==> src/rtl/dmem_read_arbiter.sv <==
// Round-robin arbiter for the shared 16-word dmem read port, with a
// two-stage tag pipeline that follows the one-cycle memory read latency.
module dmem_read_arbiter #(
   parameter int unsigned N_REQ      = 4,
   parameter int unsigned ADDR_WIDTH = 15,
   parameter int unsigned LINE       = 16
) (
   input  logic                          i_CLK,
   input  logic                          i_RSTn,
   input  logic [N_REQ-1:0]              i_REQ,
   input  logic [N_REQ*ADDR_WIDTH-1:0]   i_ADDR,
   input  logic                          i_STALL,
   output logic [N_REQ-1:0]              o_GNT,
   output logic [ADDR_WIDTH-1:0]         o_DMEM_ADDR,
   output logic                          o_RVALID,
   output logic [2:0]                    o_RID,
   output logic                          o_RERR,
   output logic                          o_BUSY
);

   // Highest start address whose full line still fits in memory.
   localparam logic [ADDR_WIDTH-1:0] MAX_ADDR = ADDR_WIDTH'((1 << ADDR_WIDTH) - LINE);

   logic [2:0]            rr_ptr;
   logic [N_REQ-1:0]      req_rot;
   logic                  found;
   int unsigned           offset;
   int unsigned           pick;
   int unsigned           ptr_next;
   logic                  grant;
   logic [N_REQ-1:0]      gnt_vec;
   logic [ADDR_WIDTH-1:0] addr_sel;
   logic                  addr_err;

   logic                  s1_valid;
   logic                  s1_err;
   logic [2:0]            s1_id;
   logic                  s2_valid;
   logic                  s2_err;
   logic [2:0]            s2_id;

   // Rotate requests so the search always starts at bit 0, then map back.
   always_comb begin
      req_rot  = N_REQ'({i_REQ, i_REQ} >> rr_ptr);
      found    = 1'b0;
      offset   = 0;
      for (int unsigned i = 0; i < N_REQ; i++) begin
         if (!found && req_rot[i]) begin
            found  = 1'b1;
            offset = i;
         end
      end
      pick     = (32'(rr_ptr) + offset) % N_REQ;
      ptr_next = (pick + 1) % N_REQ;
      grant    = found & ~i_STALL;

      gnt_vec  = '0;
      addr_sel = '0;
      for (int unsigned k = 0; k < N_REQ; k++) begin
         if (k == pick) begin
            gnt_vec[k] = grant;
            addr_sel   = i_ADDR[k*ADDR_WIDTH +: ADDR_WIDTH];
         end
      end
      addr_err = addr_sel > MAX_ADDR;
   end

   always_ff @(posedge i_CLK or negedge i_RSTn) begin
      if (!i_RSTn) begin
         rr_ptr      <= '0;
         o_GNT       <= '0;
         o_DMEM_ADDR <= '0;
         s1_valid    <= 1'b0;
         s1_err      <= 1'b0;
         s1_id       <= '0;
         s2_valid    <= 1'b0;
         s2_err      <= 1'b0;
         s2_id       <= '0;
      end else begin
         o_GNT    <= gnt_vec;
         s1_valid <= grant;
         s1_err   <= grant & addr_err;
         s1_id    <= grant ? 3'(pick) : '0;
         s2_valid <= s1_valid;
         s2_err   <= s1_err;
         s2_id    <= s1_id;
         if (grant) begin
            rr_ptr <= 3'(ptr_next);
            // Rejected lines leave the memory address where it was.
            if (!addr_err) begin
               o_DMEM_ADDR <= addr_sel;
            end
         end
      end
   end

   assign o_RVALID = s2_valid & ~s2_err;
   assign o_RERR   = s2_valid & s2_err;
   assign o_RID    = s2_id;
   assign o_BUSY   = s1_valid | s2_valid;

endmodule

==> config.mk <==
export PLATFORM = sky130hd
export DESIGN_NAME = dmem_read_arbiter
export DESIGN_NICKNAME = d
export VERILOG_FILES = /design/src/rtl/dmem_read_arbiter.sv
export SDC_FILE = /design/constraint.sdc
export NUM_CORES = 1
export LEC_CHECK = 0
export ABC_AREA = 1
export CAP_MARGIN = 20
export CORE_AREA = 2 2 74 76
export DETAILED_ROUTE_END_ITERATION = 16
export DIE_AREA = 0 0 76 78
export PLACE_DENSITY_LB_ADDON = 0.12
export SLEW_MARGIN = 0
export SYNTH_ARGS = -nofsm -noshare
export SYNTH_HDL_FRONTEND = slang
export SYNTH_SLANG_ARGS = --single-unit
export TNS_END_PERCENT = 20
==> constraint.sdc <==
create_clock -name i_CLK -period 3.7 [get_ports i_CLK]
set_input_delay 0.925 -clock i_CLK [delete_from_list [all_inputs] [get_ports i_CLK]]
set_output_delay 0.925 -clock i_CLK [all_outputs]
set_load 0.01 [all_outputs]
==> Word level (Yosys, flattened, before mapping) <==
Index checks and enable logic that the tools add are counted.
{ "classes": {"n_eq_ne": 3, "magnitude_cmp": 1, "n_mux": 16, "n_reduce_logical": 8, "addsub": 2, "shifts": 1, "bitwise": 8} }
{ "ops": {"columns": ["cell", "count"], "rows": [
  ["15-bit two-way mux", 4],
  ["32-bit logical NOT", 1],
  ["15-bit greater-than comparator (second input constant)", 1],
  ["1-bit two-way mux", 9],
  ["8-bit by 2-bit right shift with 4-bit output", 1],
  ["2-bit two-way mux", 3],
  ["1-bit bitwise AND", 4],
  ["2-bit == test (first input constant)", 2],
  ["1-bit logical AND", 3],
  ["1-bit logical NOT", 3],
  ["1-bit NOT", 3],
  ["2-bit by 1-bit adder with 2-bit output (second input constant)", 1],
  ["2-bit adder", 1],
  ["1-bit by 2-bit == test with 1-bit output (first input constant)", 1],
  ["2-bit AND reduction", 1],
  ["1-bit OR", 1]
]} }
{ "totals": {"word_cells": 48, "regBits": 29} }

==> Depth between registers and ports, before layout <==
{ "depth": {"word_depth": 20, "depth_mapped": 29, "depth_no_buf": 27} }

==> Worst setup path after synthesis <==
Ideal clock, no wire load.
{ "synth_path": {"kind": "input-to-reg", "from": "input port i_REQ[0]", "to": "register o_DMEM_ADDR[10]", "path_slack_ps": 62, "arrival_time_ps": 3522, "n_path_buf": 3, "stages": 26, "path_cell_list": "nand2_1 -> and2_1 -> nand2_1 -> o21ai_1 -> nand2_1 -> inv_1 -> nand2_1 -> o22ai_1 -> ha_1 -> xnor2_1 -> xor2_1 -> inv_1 -> ha_1 -> buf_6 -> buf_6 -> a21oi_1 -> nand2_1 -> a21oi_2 -> nand2_1 -> nor2_2 -> nor2_2 -> nand2_4 -> nand2_4 -> buf_12 -> nand2_2 -> nand2_2"} }
{ "synth_via": {"elab_chain_len": 20, "word_cells_on_any_way": 27, "classes_between": "add/sub: 1; order compare: 1; eq/ne: 3; shift: 1; mux: 11; bitwise: 2; reduce/logical: 8"} }
{ "synth_lines": {"columns": ["item", "line", "source"], "rows": [
  ["start, declared", "10", "input logic [N_REQ-1:0] i_REQ,"],
  ["8-bit by 2-bit right shift with 4-bit output *", "44", "req_rot = N_REQ'({i_REQ, i_REQ} >> rr_ptr);"],
  ["1-bit two-way mux", "48", "if (!found && req_rot[i]) begin"],
  ["1-bit logical NOT", "48", null],
  ["1-bit logical AND", "48", null],
  ["1-bit two-way mux", "48", null],
  ["1-bit logical NOT", "48", null],
  ["1-bit logical AND", "48", null],
  ["1-bit two-way mux", "48", null],
  ["1-bit logical NOT", "48", null],
  ["1-bit logical AND", "48", null],
  ["2-bit two-way mux", "48", null],
  ["2-bit adder", "53", "pick = (32'(rr_ptr) + offset) % N_REQ;"],
  ["32-bit logical NOT", "60", "if (k == pick) begin"],
  ["15-bit two-way mux (4 in a row)", "60", null],
  ["15-bit greater-than comparator", "65", "addr_err = addr_sel > MAX_ADDR;"],
  ["1-bit NOT (no source line)", null, null],
  ["2-bit AND reduction (no source line)", null, null],
  ["end signal, assigned", "91", "o_DMEM_ADDR <= addr_sel;"],
  ["end, declared", "14", "output logic [ADDR_WIDTH-1:0] o_DMEM_ADDR,"]
]} }
Mark *: on every way between the ends. The rest lies on a longest branch, timed or not.
A chain may end at the register's enable or synchronous reset.

==> Worst setup path after layout <==
{ "layout_path": {"from": "input port i_REQ[1]", "to": "register o_DMEM_ADDR[9]"} }
Same word-level chain as after synthesis.

==> results_dict.tcl <==
set metrics [dict create \
    status "complete, but fails checks" \
    violations "setup timing" \
    path_class "primary input to flop" \
    wl_um 8140 \
    die-area_sq_mm 0.00593 \
    drt_iter0_drc 199 \
    dp_cells 488 \
    synthTopCellsByArea "dfrtp_1 34%, nand2_1 16%, nand3_1 7.8%" \
    routabilityCongestion 0.837 \
    maxCapViolations 0 \
    antenna_found_initial 0 \
    synth_nets 379 \
    grt_pass1_wl_um 11800 \
    final_nets 531 \
    fin_ws_ps -163 \
    post_dp_cell_area_sq_mm 0.00323 \
    worst-slew-pin-transition_ps 606 \
    vias_per_cell 5.04 \
    critPathRequiredTime_ps 3920 \
    start_util_pct 42.0 \
    grt_max_degree 30 \
    reg2reg_setup_slack_ps -90 \
    clk_latency_ps 290 \
    skew_ps 14.6 \
    ios 92 \
    synth_cells 307 \
    cp-start-kind "primary input" \
    setup_viol 15 \
    ys_warn_count 0 \
    grt_setup_unrepaired "yes" \
    grt_pass1_vias 2476 \
    dp_hpwl_um 4330 \
    maxSlewHeadroom_pct 59.5 \
    drcViolationCount 0 \
    netlist_area_sq_mm 0.00212 \
    cts-root-buf "clkbuf_8" \
    period_minus_slack_ps 3860 \
    cts_sinks 29 \
    seq_area_frac_synth_pct 34.3 \
    cp.arrival_ps 4080 \
    drt_pass1_iterations 5 \
    drive_gt1_share_pct 38.7 \
    pre_cts_ws_ps -698 \
    htree_levels 2 \
    path_clk_slew_ps 70 \
    core.rowCount 26 \
    maxSlewViolCount 0 \
    grt_overflow 0 \
    synth.distinct_cells 31 \
    ys_ff_latch 29 \
    port_buffers 90 \
    cts_tree "yes" \
    hold_viol_final 0 \
    cts_buffers 5 \
    worstSetupEndpointType "flop" \
    antennaDiodeCount 0 \
    hold_path.class "flop to flop" \
    fin_crit_sh_pct 104 \
    crit_fanout 7 \
    syn2layout_area_growth_pct 86.7 \
    die_h_um 78 \
    fin_cells 530 \
    die_w_um 76 \
    grt_usage_pct 24.7 \
    core-area_sq_mm 0.00504 \
    clock.fmax_ghz 0.259 \
    vias 2671 \
    cts.hold.buffers_added 0 \
    final_cell_area_sq_mm 0.00396 \
    drt-wirelength-per-cell_um 15.3 \
    yosysTopAreaCell "dfrtp_1" \
    detail-route-antenna-nets 0 \
    yosysTopAreaCellShare_pct 34.3 \
    cts_buffer_depth 2 \
    syn_area_per_cell_sq_um 6.90 \
]
==> registers in the layout, indices dropped and copies added (netlist names) <==
register,count
o_DMEM_ADDR,15
s1_err,1
o_GNT,4
s2_err,1
s1_id,2
rr_ptr,2
o_RID,2
s1_valid,1
s2_valid,1
==> critical path: stages <==
cell      delay [ps]
clkbuf_2         100
nand2_1           90
nand2_2           80
o21ai_2          190
nand2_2          100
inv_2             80
nand2_2           60
o22ai_2          130
ha_2             220
xnor2_2          140
xor2_2           220
inv_2             90
ha_4             210
buf_2            160
a21oi_1          150
nand2_1          110
a21boi_0         250
nor2_1           100
nand2_2          110
nor2_4            50
nand2_4          170
buf_8            180
nand3_2           90
nand2_2           60
==> Yosys cell counts, drive strengths merged <==
library cell,count
nor2,33
or2,7
xor2,1
and3,1
o21ai,5
o22ai,1
and2,1
nand4,1
nand2,115
a21boi,2
nor4,1
conb,1
a21oi,20
xnor2,1
nand3,33
buf,15
inv,35
dfrtp,29
ha,5
==> layer usage <==
| metal | wire, um | global-route usage [%] | vias up | share of wire (%) |
|---|---|---|---|---|
| met3 | 581 | 4.88 | 32 | 7.1 |
| li1 | - | - | 1249 | - |
| met4 | 294 | 11.1 | 0 | 3.6 |
| met5 | 0 | 0 | - | 0 |
| met2 | 4080 | 42.8 | 151 | 50 |
| met1 | 3180 | 29.9 | 1239 | 39 |
==> timing repair <==
item | CTS | global route
gates resized for setup | 54 | 52
setup buffers | 27 | 4
endpoints found under the hold margin | 0 | 0
cloned | 3 | 0
pin swaps | 19 | 35
setup endpoints to repair | 16 | 24
==> path summary, 6_finish.rpt <==
kind                       cells past startpoint              to       from
max in group asynchronous                      2  o_DMEM_ADDR[4]     i_RSTn
hold / removal                                 0        o_RID[0]   s1_id[0]
min in group asynchronous                      2        o_RID[1]     i_RSTn
hold reg to reg                                0        o_RID[0]   s1_id[0]
setup reg to reg                              24  o_DMEM_ADDR[9]  rr_ptr[0]
setup / recovery                              24  o_DMEM_ADDR[9]   i_REQ[1]
==> layout make-up <==
class / count / area [sq um]
fillers: 351 / 1090
clock inverters: 3 / 17.5
flip-flops and latches: 29 / 726
well taps: 70 / 87.6
inverters: 35 / 144
multi-input cells: 229 / 1440
repair buffers: 159 / 1470
clock buffers: 5 / 68.8
==> through the flow <==
stage	utilization (%)	hold slack (ps)	TNS (ps)
after floorplan	-	331	0
after global placement	64.1	332	-8910
after detailed placement	64.1	336	-10820
after CTS	74.7	350	0
after global routing	78.4	353	-5210
final	78.4	348	-1970
==> cell families (layout without fill, tap and decap cells) <==
group | count (synthesis) | in the layout | share of synthesized area [%]
flip-flops | 29 | 29 | 34.3
adder cells (fa/ha/maj) | 5 | 5 | 2.95
XOR/XNOR | 2 | 2 | 0.827
AO/OA/AOI/OAI | 28 | 28 | 7.62
buffers and inverters | 50 | 202 | 13.2
AND/OR/NAND/NOR | 192 | 193 | 40.9
other | 1 | 1 | 0.177
==> placed cells by master, fill, tap and decap left out, drive strengths merged <==
| cell | Yosys | layout |
|---|---|---|
| or2 | 7 | 7 |
| a21boi | 2 | 2 |
| clkinvlp | 0 | 1 |
| nand4 | 1 | 1 |
| clkinv | 0 | 3 |
| ha | 5 | 5 |
| dfrtp | 29 | 29 |
| a21oi | 20 | 20 |
| clkbuf | 0 | 7 |
| clkdlybuf4s50 | 0 | 86 |
| xnor2 | 1 | 1 |
| buf | 15 | 71 |
| and3 | 1 | 1 |
| nand3 | 33 | 33 |
| inv | 35 | 34 |
| o21ai | 5 | 5 |
| and2 | 1 | 1 |
| conb | 1 | 1 |
| nor4 | 1 | 1 |
| nand2 | 115 | 116 |
| xor2 | 1 | 1 |
| nor2 | 33 | 33 |
| o22ai | 1 | 1 |
Power is left out: the tool's default activity adds up to more than one toggle a clock period on the data nets, which glitch-free logic cannot reach.
